==> src/rtl/msnw2axi_wr_engine.sv <==
// ---------------------------------------------------------------------------
// msnw2axi_wr_engine
// AXI3 write master for the msnw2axi path. It takes one burst request at a
// time from the msnw core and issues it on AW. It then passes the msnw write
// beats through to W. B responses are returned to the msnw side as one-cycle
// rsp pulses. Up to MAX_OUTST bursts may be waiting for their B response.
// Each accepted burst takes the next ID from a rotating counter.
//
// Handshake rule used on every channel: a transfer happens on the rising
// clk edge where valid and ready are both high. Once valid is raised, it
// stays high and the payload stays stable until that edge.
//
// Ports
//   clk, rstb          clock, synchronous active-high reset
//   req_*              burst request stream (start address, beats-1)
//   wr_*               write-beat stream, passed through to W while in DATA
//   rsp_*              completed-burst report (ID, response), one pulse each
//   m_aw*              AXI write-address channel, including byte parity
//   m_w*               AXI write-data channel, including per-byte parity
//   m_b*               AXI write-response channel
//   dbg_state_o        FSM state: 0 = IDLE, 1 = ADDR, 2 = DATA
// ---------------------------------------------------------------------------
module msnw2axi_wr_engine #(
    parameter int  DATA_W    = 64,
    parameter int  ID_W      = 9,
    parameter int  MAX_OUTST = 4,
    localparam int BE_W      = DATA_W / 8
) (
    input  logic              clk,
    input  logic              rstb,
    input  logic              req_valid,
    output logic              req_ready,
    input  logic [31:0]       req_addr,
    input  logic [3:0]        req_len,
    input  logic              wr_valid,
    output logic              wr_ready,
    input  logic [DATA_W-1:0] wr_data,
    input  logic [BE_W-1:0]   wr_strb,
    output logic              rsp_valid,
    output logic [ID_W-1:0]   rsp_id,
    output logic [1:0]        rsp_resp,
    output logic [31:0]       m_awaddr,
    output logic [3:0]        m_awaddr_parity,
    output logic [1:0]        m_awburst,
    output logic [ID_W-1:0]   m_awid,
    output logic [3:0]        m_awlen,
    output logic [2:0]        m_awsize,
    output logic              m_awvalid,
    input  logic              m_awready,
    output logic [DATA_W-1:0] m_wdata,
    output logic [BE_W-1:0]   m_wdata_ecc,
    output logic [ID_W-1:0]   m_wid,
    output logic              m_wlast,
    output logic [BE_W-1:0]   m_wstrb,
    output logic              m_wvalid,
    input  logic              m_wready,
    input  logic [ID_W-1:0]   m_bid,
    input  logic [1:0]        m_bresp,
    input  logic              m_bvalid,
    output logic              m_bready,
    output logic [1:0]        dbg_state_o
);

    localparam logic [2:0]  AWSIZE    = 3'($clog2(BE_W));
    localparam logic [31:0] ADDR_MASK = ~32'(BE_W - 1);
    localparam logic [3:0]  OUTST_MAX = 4'(MAX_OUTST);

    typedef enum logic [1:0] {
        IDLE = 2'd0,
        ADDR = 2'd1,
        DATA = 2'd2
    } state_e;

    state_e            state_q, state_d;
    logic [ID_W-1:0]   id_cnt_q, id_cnt_d;
    logic [31:0]       awaddr_q, awaddr_d;
    logic [3:0]        awlen_q, awlen_d;
    logic [ID_W-1:0]   awid_q, awid_d;
    // Set by the first accepted request. It keeps awsize/awburst at 0 from
    // reset until then.
    logic              aw_cfg_q, aw_cfg_d;
    logic [3:0]        beat_q, beat_d;
    logic [3:0]        outst_q, outst_d;
    logic              rsp_valid_q, rsp_valid_d;
    logic [ID_W-1:0]   rsp_id_q, rsp_id_d;
    logic [1:0]        rsp_resp_q, rsp_resp_d;

    logic req_hs, aw_hs, w_hs, b_hs, b_dec;

    assign req_hs = req_valid && req_ready;
    assign aw_hs  = m_awvalid && m_awready;
    assign w_hs   = m_wvalid && m_wready;
    assign b_hs   = m_bvalid && m_bready;
    // A B response that arrives with nothing outstanding must not wrap the counter.
    assign b_dec  = b_hs && (outst_q != 4'd0);

    // FSM: state register
    always_ff @(posedge clk) begin
        if (rstb) state_q <= IDLE;
        else      state_q <= state_d;
    end

    // FSM: next state
    always_comb begin
        state_d = state_q;
        case (state_q)
            IDLE:    if (req_hs) state_d = ADDR;
            ADDR:    if (aw_hs) state_d = DATA;
            DATA:    if (w_hs && m_wlast) state_d = IDLE;
            default: state_d = IDLE;
        endcase
    end

    // FSM: outputs. W is a pure pass-through, gated to zero outside DATA.
    always_comb begin
        req_ready = (state_q == IDLE) && (outst_q < OUTST_MAX) && !rstb;
        m_awvalid = (state_q == ADDR);
        m_wvalid  = (state_q == DATA) && wr_valid;
        wr_ready  = (state_q == DATA) && m_wready;
        m_wdata   = (state_q == DATA) ? wr_data : '0;
        m_wstrb   = (state_q == DATA) ? wr_strb : '0;
        m_wlast   = (state_q == DATA) && (beat_q == awlen_q);
        m_bready  = !rstb;
    end

    // Datapath next-state
    always_comb begin
        id_cnt_d    = id_cnt_q;
        awaddr_d    = awaddr_q;
        awlen_d     = awlen_q;
        awid_d      = awid_q;
        aw_cfg_d    = aw_cfg_q;
        beat_d      = beat_q;
        outst_d     = outst_q;
        rsp_valid_d = b_hs;
        rsp_id_d    = rsp_id_q;
        rsp_resp_d  = rsp_resp_q;

        if (req_hs) begin
            awaddr_d = req_addr & ADDR_MASK;
            awlen_d  = req_len;
            awid_d   = id_cnt_q;
            aw_cfg_d = 1'b1;
            id_cnt_d = id_cnt_q + 1'b1;
        end

        if (aw_hs)     beat_d = 4'd0;
        else if (w_hs) beat_d = beat_q + 4'd1;

        case ({aw_hs, b_dec})
            2'b10:   outst_d = outst_q + 4'd1;
            2'b01:   outst_d = outst_q - 4'd1;
            default: outst_d = outst_q;
        endcase

        if (b_hs) begin
            rsp_id_d   = m_bid;
            rsp_resp_d = m_bresp;
        end
    end

    always_ff @(posedge clk) begin
        if (rstb) begin
            id_cnt_q    <= '0;
            awaddr_q    <= '0;
            awlen_q     <= '0;
            awid_q      <= '0;
            aw_cfg_q    <= 1'b0;
            beat_q      <= '0;
            outst_q     <= '0;
            rsp_valid_q <= 1'b0;
            rsp_id_q    <= '0;
            rsp_resp_q  <= '0;
        end else begin
            id_cnt_q    <= id_cnt_d;
            awaddr_q    <= awaddr_d;
            awlen_q     <= awlen_d;
            awid_q      <= awid_d;
            aw_cfg_q    <= aw_cfg_d;
            beat_q      <= beat_d;
            outst_q     <= outst_d;
            rsp_valid_q <= rsp_valid_d;
            rsp_id_q    <= rsp_id_d;
            rsp_resp_q  <= rsp_resp_d;
        end
    end

    // Even parity per byte for the address and the data.
    always_comb begin
        m_awaddr_parity = '0;
        m_wdata_ecc     = '0;
        for (int i = 0; i < 4; i++)    m_awaddr_parity[i] = ^awaddr_q[8*i +: 8];
        for (int i = 0; i < BE_W; i++) m_wdata_ecc[i]     = ^m_wdata[8*i +: 8];
    end

    assign m_awaddr    = awaddr_q;
    assign m_awlen     = awlen_q;
    assign m_awid      = awid_q;
    assign m_awsize    = aw_cfg_q ? AWSIZE : 3'd0;
    assign m_awburst   = aw_cfg_q ? 2'b01 : 2'b00;
    assign m_wid       = awid_q;
    assign rsp_valid   = rsp_valid_q;
    assign rsp_id      = rsp_id_q;
    assign rsp_resp    = rsp_resp_q;
    assign dbg_state_o = state_q;

endmodule

==> config.mk <==
export PLATFORM = sky130hd
export DESIGN_NAME = msnw2axi_wr_engine
export DESIGN_NICKNAME = d
export VERILOG_FILES = /design/src/rtl/msnw2axi_wr_engine.sv
export SDC_FILE = /design/constraint.sdc
export NUM_CORES = 1
export LEC_CHECK = 0
export ABC_AREA = 1
export BUFFER_PORTS_ARGS = -buffer_cell sky130_fd_sc_hd__clkbuf_2
export CORE_MARGIN = 3
export CORE_UTILIZATION = 40
export DETAILED_ROUTE_END_ITERATION = 10
export PLACE_DENSITY = 0.78
export SLEW_MARGIN = 20
export SYNTH_ARGS = -nofsm -noshare
export SYNTH_HDL_FRONTEND = slang
export SYNTH_SLANG_ARGS = --single-unit
==> constraint.sdc <==
create_clock -name clk -period 2.3 [get_ports clk]
set_input_delay 0.46 -clock clk [delete_from_list [all_inputs] [get_ports clk]]
set_output_delay 0.46 -clock clk [all_outputs]
set_load 0.1 [all_outputs]
======== Yosys cells after proc, flatten, opt, wreduce, memory -nomap -nowiden ========
Index checks and enable logic that the tools add are counted.
storage, ports and cells
  bits in registers ....................... 74
  bits in latches ......................... 0
  RAM bits ................................ 0
  memory bits (read-only) ................. 0
  word-level logic and storage cells ...... 62
  memories kept ........................... 0
operators by class
  add/sub/neg operators ................... 4
  multiply operators ...................... 0
  div/mod/pow operators ................... 0
  $lt $le $gt $ge ......................... 1
  equal/unequal tests ..................... 8
  shifts and indexed selects .............. 0
  muxes and demuxes ....................... 9
  bitwise operators ....................... 0
  reductions and logical operators ........ 29
operators by type and width
  operator                                                    count
  parity 8 bit                                                12
  two-way mux 64 bit                                          1
  logical AND 1 bit                                           11
  adder 9 x 1 -> 9 bit, second input constant                 1
  adder 4 x 1 -> 4 bit, second input constant                 2
  two-way mux 2 bit                                           4
  two-way mux 8 bit                                           1
  one-hot mux 4 bit (2 select lines)                          1
  one-hot mux 2 bit (3 select lines)                          1
  == test 2 x 1 -> 1 bit, second input constant               2
  == test 2 bit, second input constant                        2
  == test 4 bit                                               1
  less-than comparator 4 x 3 -> 1 bit, second input constant  1
  inequality test 2 bit, second input constant                2
  nonzero test 4 bit                                          1
  subtractor 4 x 1 -> 4 bit, second input constant            1
  AND reduction 3 bit                                         1
  logical NOT 2 bit                                           1
  inequality test 2 x 1 -> 1 bit, second input constant       1
  nonzero test 2 bit                                          1
  OR reduction 2 bit                                          1
  logical NOT 1 bit                                           1
  two-way mux 1 bit                                           1

======== Depth between registers and ports, before layout ========
Gate-level depths: netlist (run 1).
  depth after elaboration ................. 6
  depth in mapped cells ................... 15
  depth with buffers taken out ............ 14

======== Worst setup path before layout (run 1) ========
Ideal clock, no wire load.
  path type ............................... register to output
  start point ............................. register state_q[1], in the netlist dbg_state_o[1]
  end point ............................... output port m_wdata_ecc[4]
  arrival ................................. 3890 ps
  data required time ...................... 1840 ps
  slack ................................... -2050 ps
  stages on the path, launching flop included .. 10
  buffers on the path ..................... 2
  path through ............................ dfxtp_1 > nand2_1 > buf_6 > buf_6 > nor2_1 > nand2_1 > nand2_1 > xor2_1 > nand2_1 > nand2_1
between the ends
  word-level cells in the longest chain between the ends .. 3
ends and longest elaborated chain
  item                      line  source
  start: declaration        74    state_e state_q, state_d;
  start signal: assignment  100   else state_q <= state_d;
  == test 2 bit             120   m_wdata = (state_q == DATA) ? wr_data : '0;
  two-way mux 64 bit        120
  net m_wdata[36]           50    output logic [DATA_W-1:0] m_wdata,
  parity 8 bit              193   for (int i = 0; i < BE_W; i++) m_wdata_ecc[i] = ^m_wdata[8*i +: 8];
  end: declaration          51    output logic [BE_W-1:0] m_wdata_ecc,
The timed path passes the listed nets, and every way through them passes these cells.

======== Worst setup path after layout (run 1) ========
  start point ............................. register state_q[0], in the netlist dbg_state_o[0]
  end point ............................... output port m_wdata_ecc[3]
between the ends
  word-level cells in the longest chain between the ends .. 3
ends and longest elaborated chain
  item                line
  == test 2 bit       120
  two-way mux 64 bit  120
  parity 8 bit        193
No other way between the ends.

==> metrics.md, run 1 <==
| Metric | Value |
|---|---|
| Layout cells sized above 1 | `0.527` |
| Area leader, netlist | `dfxtp_1` |
| Port bufs | `280` |
| CTS Buffer Depth | `2` |
| Worst Tran Pin Value | `635 ps` |
| Worst skew pair latency | `330 ps` |
| Peak VDD IR | `roughly 790 uV` |
| Die height | `between 100 and 150 um` |
| Power Total | `5.92 mW` |
| Syn Inst Count | `767` |
| Critical path required time | `1840 ps` |
| Layout area overhead | `90.3%` |
| Setup TNS | `-1160 ps` |
| Reg area | `0.00153 mm2` |
| RSZ-0062 raised after global routing | `yes` |
| CP Capture Type | `primary output` |
| Yosys warnings | `0` |
| FMAX | `0.389 GHz` |
| Global-route usage over all layers | `0.247` |
| Initial DRC Count | `between 300 and 400` |
| LEAKAGE | `4.41 nW` |
| Pwr dens | `663 mW/mm2` |
| Mapped Area | `0.00469 mm2` |
| Layout fillers | `728` |
| Vias in the first global route | `5627` |
| Die area | `around 0.013 mm2` |
| Synth async-reset ratio | `0` |
| Layout Skew | `9.66 ps` |
| Critical path class | `register to primary output` |
| First-pass GRT wire length | `between 20000 and 30000 um` |
| Die span in x | `roughly 110 um` |
| Row cnt | `38` |
| Final GP Congestion | `0.866` |
| Reg-to-Reg Start | `dbg_state_o[0]` |
| Hold Crit Class | `primary input to register` |
| Final instance area | `around 0.0089 mm2` |
| WL per Instance | `16.1 um` |
| Top post-synthesis cells by area | `dfxtp_1 (32%), nand2_1 (20%), inv_1 (9.6%)` |
| Critical Path Start Type | `register` |
| Number of buffers created by CTS | `9` |
| CP startpoint | `dbg_state_o[0]` |
| GRT overflow | `0` |
| Count of final setup violators | `8` |
| Number of antenna-violating nets in the routed design | `0` |
| Initial antenna violation count | `0` |
| Post-placement cell area | `0.00788 mm2` |
| Post-DP HPWL | `13400 um` |
| Initial core utilization | `0.422` |
| Run status | `complete, but fails checks` |
| Data arrival, critical path | `between 2000 and 2500 ps` |
| Post-synth EDFFs | `0` |
| Multi-input logic area | `0.00355 mm2` |
| Seq cells post-synth | `74` |
| Max cap viols | `0` |
| Slew HR | `0.578` |
| Synth top cells by count | `nand2_1 (253), inv_1 (120), nor2_1 (82)` |
| Most common cell in the netlist | `nand2_1` |
| I/O pin total | `289` |
| Fin. Hold Viols | `0` |
| Final Critical Period | `2570 ps` |
| Clk sink count | `74` |
| Via count | `6020` |
| TritonCTS clock tree | `yes` |
| Largest net degree at the start of global routing | `48` |
| Final WL | `between 15000 and 20000 um` |
| # H-tree levels | `3` |
| Failing checks | `negative setup slack` |
| Worst-path clk slew | `60 ps` |
| Post-CTS Hold Fix Bufs | `0` |
| Most used flip-flop cell after synthesis | `dfxtp_1` |
| CORE AREA | `0.0111 mm2` |
| Crit-path max FO | `8` |
| Hold path start | `req_addr[5]` |
| Final Cycle Share | `1.12` |
| Syn_area_per_cell | `6.12 um2` |
| Layout net count | `1205` |
| Initial DRT Pass Iterations | `5` |
| Yosys cell types | `23` |
| Vias/cell | `approximately 5` |
| Yosys top cell area share | `0.316` |
| Residual DRC | `0` |
| CTS Root Cell | `clkbuf_16` |
| Seq/Total Area, Yosys | `0.316` |
| Worst setup margin | `-267 ps` |
| Max-slew violations | `0` |
-- where the power goes --
group          total, mW  internal (mW)  switching [mW]  leakage (nW)
registers           1.48           1.39          0.0915         0.617
logic               3.03          0.801            2.23          3.65
clock network       1.42          0.855           0.560         0.145
-- critical path, stage by stage, from the launching register on --
cell and delay, ps:
dfxtp_4 370, inv_8 90, nand2_8 120, buf_16 190, a21oi_1 210, nand2_2 120
xor2_1 270, nand2_2 150, nand2_8 80, buf_12 160
-- through the flow --
| stage | setup slack (ps) | utilization | instances | hold slack, ps |
|---|---|---|---|---|
| floorplan | -315 | - | 771 | 444 |
| global placement | 197 | 0.708 | 1159 | 450 |
| detailed placement | 157 | 0.708 | 1159 | 460 |
| CTS | -116 | 0.759 | 1197 | 314 |
| global route | -334 | 0.802 | 1219 | 322 |
| finish | -267 | 0.802 | 1220 | 316 |
-- cell type report --
| class | count | area share |
|---|---|---|
| Antenna cell | 1 | 0.000280 |
| Clock buffer | 10 | 0.0257 |
| Clock inverter | 6 | 0.00841 |
| Inverter | 123 | 0.0526 |
| Multi-Input combinational cell | 529 | 0.398 |
| Sequential cell | 74 | 0.171 |
| Tap cell | 140 | 0.0196 |
| Timing Repair Buffer | 337 | 0.325 |
-- cell usage in the layout (no fill, tap or decap), drive strengths merged --
master and n:
and3 2, nand2 254, nor3 5, nor2 93
buf 132, dfxtp 74, clkinv 2, xor2 20
ha 5, diode 1, inv 125, nand3 43
a21oi 47, conb 5, clkbuf 215, nand4 5
clkinvlp 1, xnor2 30, o21ai 20, bufinv 1
-- flip-flops by register name (all words and copies together), names as in the netlist --
register and count:
m_awid 9, rsp_resp 2, rsp_id 9, outst_q 4
dbg_state_o 2, aw_cfg_q 1, m_awlen 4, id_cnt_q 9
beat_q 4, rsp_valid 1, m_awaddr 29
-- cell families (layout without fill, tap and decap cells) --
family                   Yosys count  count (layout)  synth area share
adder cells (fa/ha/maj)            5               5            0.0133
XOR/XNOR                          50              50            0.0934
AND/OR/NAND/NOR                  401             402             0.346
other                              1               6          0.000799
buffers and inverters            169             476             0.159
AO/OA/AOI/OAI                     67              67            0.0715
flip-flops                        74              74             0.316
-- final timing paths --
kind                         end  slack (ps)  cells after the start
setup / recovery  m_wdata_ecc[3]        -270                      9
hold reg to reg      id_cnt_q[8]         470                      2
setup reg to reg      outst_q[2]         260                     14
hold / removal       m_awaddr[5]         320                      3
-- what timing repair did --
action	4_1_cts	5_1_grt
pin swaps	16	61
buffers inserted	20	19
cloned	2	3
endpoints found under the hold margin	0	0
setup endpoints to repair	8	11
resized for setup	18	84
-- metal layers --
layer  vias to the layer above  track usage  wire [um]
met4                         0       0.0800        915
met3                        65       0.0492       1160
met2                       247        0.495      10900
met1                      2804        0.251       6630
met5                         -            0          0
li1                       2904            -          -
Power figures use the tool's default switching activity.
==> run 2: changes to the inputs <==
CORE_AREA = 2 2 114 116   (was unset)
CORE_MARGIN = unset   (was 3)
CORE_UTILIZATION = unset   (was 40)
DIE_AREA = 0 0 116 118   (was unset)
PLACE_DENSITY = 0.72   (was 0.78)
clock period = 3.1 ns   (was 2.3 ns; I/O delays follow)
==> run 2 against run 1 <==
  * The run now ends clean
  * Sequential power down 26%
  * Flip-flop and latch count unchanged
  * Non-clock buffer count down 47
  * Total power down 33%
  * Utilization down 24 points
  * Combinational power down 37%
  * Die area up 4.8%
  * Via count down 12%
  * Clock power down 31%
  * Highest routed layer unchanged
==> metrics.md, run 2 (synthesized netlist as in run 1, its figures left out) <==
| Metric | Value |
|---|---|
| Most frequent cells in the layout | `clkbuf_2 (271), nand2_1 (244), inv_1 (120)` |
| Final Critical Period | `roughly 2800 ps` |
| Peak VDD IR | `542 uV` |
| CTS Root Cell | `clkbuf_16` |
| Post-DP HPWL | `12000 um` |
| Run status | `finished, final reports clean` |
| Worst skew pair latency | `between 300 and 400 ps` |
| Reg area | `0.00149 mm2` |
| Critical path class | `register to primary output` |
| Via count | `5322` |
| Largest net degree at the start of global routing | `60` |
| Final GP Congestion | `0.819` |
| Final Cycle Share | `0.918` |
| Final WL | `between 10000 and 15000 um` |
| TritonCTS clock tree | `yes` |
| CTS Buffer Depth | `2` |
| GRT overflow | `0` |
| Setup bufs post-CTS | `0` |
| PostCTS Resize Cnt | `0` |
| Layout cells sized above 1 | `0.383` |
| Util after Layout | `0.566` |
| Critical Path Start Type | `register` |
| Number of antenna-violating nets in the routed design | `0` |
| Initial DRT Pass Iterations | `4` |
| Pwr dens | `565 mW/mm2` |
| CORE AREA | `0.0124 mm2` |
| Vias/cell | `4.42` |
| Post-CTS Hold Fix Bufs | `0` |
| Multi-input logic area | `0.00293 mm2` |
| Initial antenna violation count | `1` |
| Hold Crit Class | `register to register` |
| FMAX | `0.351 GHz` |
| Die area | `0.0137 mm2` |
| Layout net count | `1157` |
| Worst Tran Pin Value | `582 ps` |
| Initial DRC Count | `175` |
| R2R cell count | `12` |
| WL per Instance | `12.0 um` |
| Clk sink count | `74` |
| Max reg flops | `29` |
| Residual DRC | `0` |
| Placed cell count | `about 1200` |
| Data arrival, critical path | `around 2200 ps` |
| Max cap viols | `0` |
| Fin. Hold Viols | `0` |
| # H-tree levels | `3` |
| Commonest non-fill, non-tap cell in the layout | `clkbuf_2` |
| Final Non-Filler Cells | `1204` |
| Port bufs | `280` |
| I/O pin total | `289` |
| Layout fillers | `between 1000 and 1500` |
| Count of final setup violators | `0` |
| Global-route usage over all layers | `0.207` |
| Crit-path max FO | `23` |
| Row cnt | `41` |
| Vias in the first global route | `slightly below 5000` |
| Initial core utilization | `0.378` |
| Slew HR | `0.612` |
| Layout area overhead | `49.7%` |
| LEAKAGE | `between 3 and 4 nW` |
| Die height | `118 um` |
| Worst Hold Path Cells | `2` |
| Max-slew violations | `0` |
| Critical path required time | `between 2000 and 2500 ps` |
| Worst-path clk slew | `around 60 ps` |
| Die span in x | `116 um` |
| CP Capture Type | `primary output` |
| Number of buffers created by CTS | `9` |
| First-pass GRT wire length | `22500 um` |
| Layout Skew | `5.68 ps` |
| R2R Setup Slk | `1170 ps` |
| RSZ-0062 raised after global routing | `no` |
-- run 2: worst max-delay path, cell delays in order, from the launching register on --
cell and delay [ps]:
dfxtp_2 340, inv_2 60, nand2_4 400, buf_4 320, nor2_4 40, a21oi_1 170
inv_1 70, nand2_1 60, nand2_1 60, inv_1 50, nand2_1 50, nand2_2 70
buf_12 170
-- run 2: cell type report --
type	count	share of cell area
multi-input combinational	528	0.417
timing repair buffer	290	0.235
sequential	74	0.212
inverter	123	0.0658
clock buffer	11	0.0346
tap	172	0.0307
clock inverter	5	0.00535
antenna	1	0.000356
-- run 2: where the power goes --
| group | leakage (nW) | internal, mW | switching [mW] | total (mW) |
|---|---|---|---|---|
| sequential | 0.606 | 1.02 | 0.0660 | 1.09 |
| combinational | 3.10 | 0.390 | 1.52 | 1.91 |
| clock | 0.132 | 0.566 | 0.407 | 0.973 |
| total | 3.83 | 1.98 | 1.99 | 3.97 |
-- run 2: layer usage --
layer	part of all wire	track usage	wire length [um]
met3	0.086	0.0664	1250
met5	0	0	0
met4	0.018	0.0640	253
met1	0.40	0.228	5810
met2	0.49	0.372	7150
-- run 2: metrics by stage --
stage | total power [mW] | cell area, um2 | setup slack, ps | setup TNS (ps) | hold WS [ps]
finish | 3.97 | 7020 | 254 | 0 | 464
global route | 4.13 | 7020 | 79.9 | 0 | 484
CTS | 4.00 | 7020 | 233 | 0 | 464
detailed placement | 3.03 | 6740 | 608 | 0 | 456
global placement | 3.01 | 6740 | 607 | 0 | 452
floorplan | 2.68 | 5150 | -143 | -143 | 444
-- run 2: worst paths after layout --
path,start,end
min reg2reg,rsp_id[6],rsp_id[6]
max,dbg_state_o[0],m_wdata_ecc[3]
max reg2reg,dbg_state_o[0],outst_q[2]
min,rsp_id[6],rsp_id[6]
==> run 3: changes to the inputs <==
CORE_AREA = 2 2 113 115   (was 2 2 114 116)
CTS_CLUSTER_SIZE = 8   (was unset)
DIE_AREA = 0 0 115 117   (was 0 0 116 118)
PLACE_DENSITY = 0.73   (was 0.72)
==> run 3 against run 2 <==
  * Utilization grew 0.15 points
  * Critical path depth is the same
  * Fmax grew 1.4%
  * Register-to-register slack lost 40 ps
  * Sequential share of layout area grew 0.12 points
  * Non-clock buffer count is the same
  * Die area shrank 1.7%
  * Sequential power is essentially flat
  * Largest power group unchanged
==> metrics.md, run 3 (synthesized netlist as in run 1, its figures left out) <==
| Metric | Value |
|---|---|
| Internal power | `1.98 mW` |
| M1 GR Usage | `0.228` |
| GRT busiest layer | `met2` |
| Critical path class | `register to primary output` |
| LEAKAGE | `roughly 3.8 nW` |
| Initial antenna violation count | `2` |
| WL per Instance | `12.0 um` |
| Largest net degree at the start of global routing | `60` |
| Die span in x | `115 um` |
| I/O pin total | `289` |
| Count of final setup violators | `0` |
| Part of the power in combinational logic | `0.480` |
| Residual DRC | `0` |
| Final Cycle Share | `0.905` |
| Layout net count | `between 1000 and 1500` |
| TritonCTS clock tree | `yes` |
| Multi-input logic area | `0.00293 mm2` |
| Number of antenna-violating nets in the routed design | `0` |
| GRT overflow | `0` |
| Final Non-Filler Cells | `1182` |
| Data arrival, critical path | `approximately 2200 ps` |
| Power Total | `3.96 mW` |
| Fin. Hold Viols | `0` |
| Initial core utilization | `0.381` |
| Max cap viols | `0` |
| Clock power frac | `0.245` |
| Setup bufs post-CTS | `0` |
| FMAX | `between 0.3 and 0.4 GHz` |
| # H-tree levels | `3` |
| Final Critical Period | `2810 ps` |
| Post-DP HPWL | `11600 um` |
| Critical Path Start Type | `register` |
| Global-route usage over all layers | `0.201` |
| Layout Skew | `6.87 ps` |
| RSZ-0062 raised after global routing | `no` |
| Worst Tran Pin Value | `a little over 700 ps` |
| Number of buffers created by CTS | `9` |
| First-pass GRT wire length | `~21000 um` |
| Final GP Congestion | `0.839` |
| CTS Buffer Depth | `2` |
| Util after Layout | `0.567` |
| Peak VDD IR | `522 uV` |
| Layout fillers | `1203` |
| Post-CTS Hold Fix Bufs | `0` |
| Via count | `between 5000 and 6000` |
| Most frequent cells in the layout | `clkbuf_2 (271), nand2_1 (244), inv_1 (120)` |
| Critical path required time | `2480 ps` |
| Crit-path max FO | `22` |
| Vias/cell | `4.51` |
| Slew HR | `0.520` |
| GR Util met2 | `0.365` |
| Final WL | `between 10000 and 15000 um` |
| CP Capture Type | `primary output` |
| Max reg flops | `29` |
| Port bufs | `280` |
| Sw Share | `0.501` |
| Commonest non-fill, non-tap cell in the layout | `clkbuf_2` |
| Max-slew violations | `0` |
| Vias in the first global route | `4593` |
| Initial DRT Pass Iterations | `6` |
| Pwr dens | `567 mW/mm2` |
| Worst-path clk slew | `60 ps` |
| Die area | `0.0135 mm2` |
| Clk sink count | `74` |
| Die height | `117 um` |
| PostCTS Resize Cnt | `0` |
| Reg area | `0.00149 mm2` |
| Worst skew pair latency | `about 330 ps` |
| Layout cells sized above 1 | `0.383` |
| CTS Root Cell | `clkbuf_16` |
| Hold Crit Class | `register to register` |
| Layout area overhead | `48.8%` |
| Initial DRC Count | `183` |
| Row cnt | `41` |
| Run status | `finished, final reports clean` |
| Placed cell count | `1165` |
| Setup TNS | `0 ps` |
| Psw | `around 2 mW` |
| Flop pwr share | `0.275` |
| Met3 Track Usage GR | `0.0536` |
| CORE AREA | `0.0123 mm2` |
[run 3: final timing paths]
kind	cells past startpoint	start	endpoint	slack [ps]
worst min-delay path	2	rsp_id[3]	rsp_id[3]	460
worst max-delay path	12	dbg_state_o[0]	m_wdata_ecc[5]	290
worst max register to register	12	dbg_state_o[0]	outst_q[2]	1130
worst min register to register	2	rsp_id[3]	rsp_id[3]	460
[run 3: routing by layer]
layer	wire length [um]	up-vias
li1	-	2814
met1	5560	2303
met2	7170	194
met3	1150	19
met4	285	2
met5	13	-
[run 3: through the flow]
step / hold WS [ps] / area (um2) / worst slack (ps)
finish: 461 / 6980 / 294
global route: 484 / 6980 / 130
CTS: 463 / 6980 / 253
detailed placement: 454 / 6700 / 615
global placement: 451 / 6700 / 662
floorplan: 444 / 5150 / -143
[run 3: cell type report]
cell class | instances | share of cell area
Antenna cell | 1 | 0.000358
Clock buffer | 11 | 0.0348
Clock inverter | 5 | 0.00538
Inverter | 123 | 0.0661
Multi-Input combinational cell | 528 | 0.419
Sequential cell | 74 | 0.213
Tap cell | 150 | 0.0269
Timing Repair Buffer | 290 | 0.234
[run 3: worst max-delay path, cell delays in order, from the launching register on]
cell and delay, ps:
dfxtp_2 350, inv_2 60, nand2_4 390, buf_4 310, nor2_4 40, a21oi_1 160
inv_1 60, nand2_1 60, nand2_1 60, inv_1 50, nand2_1 50, nand2_2 70
buf_12 170
[run 3: power by group through the flow]
| stage | registers (mW) | clock network, mW | logic, mW |
|---|---|---|---|
| 5_1_grt | 1.10 | 1.03 | 2.00 |
| 2_1_floorplan | 1.51 | 0 | 1.17 |
| 4_1_cts | 1.09 | 0.996 | 1.91 |
| 3_3_place_gp | 1.11 | 0 | 1.90 |
| 3_5_place_dp | 1.11 | 0 | 1.91 |
| 6_report | 1.09 | 0.970 | 1.90 |
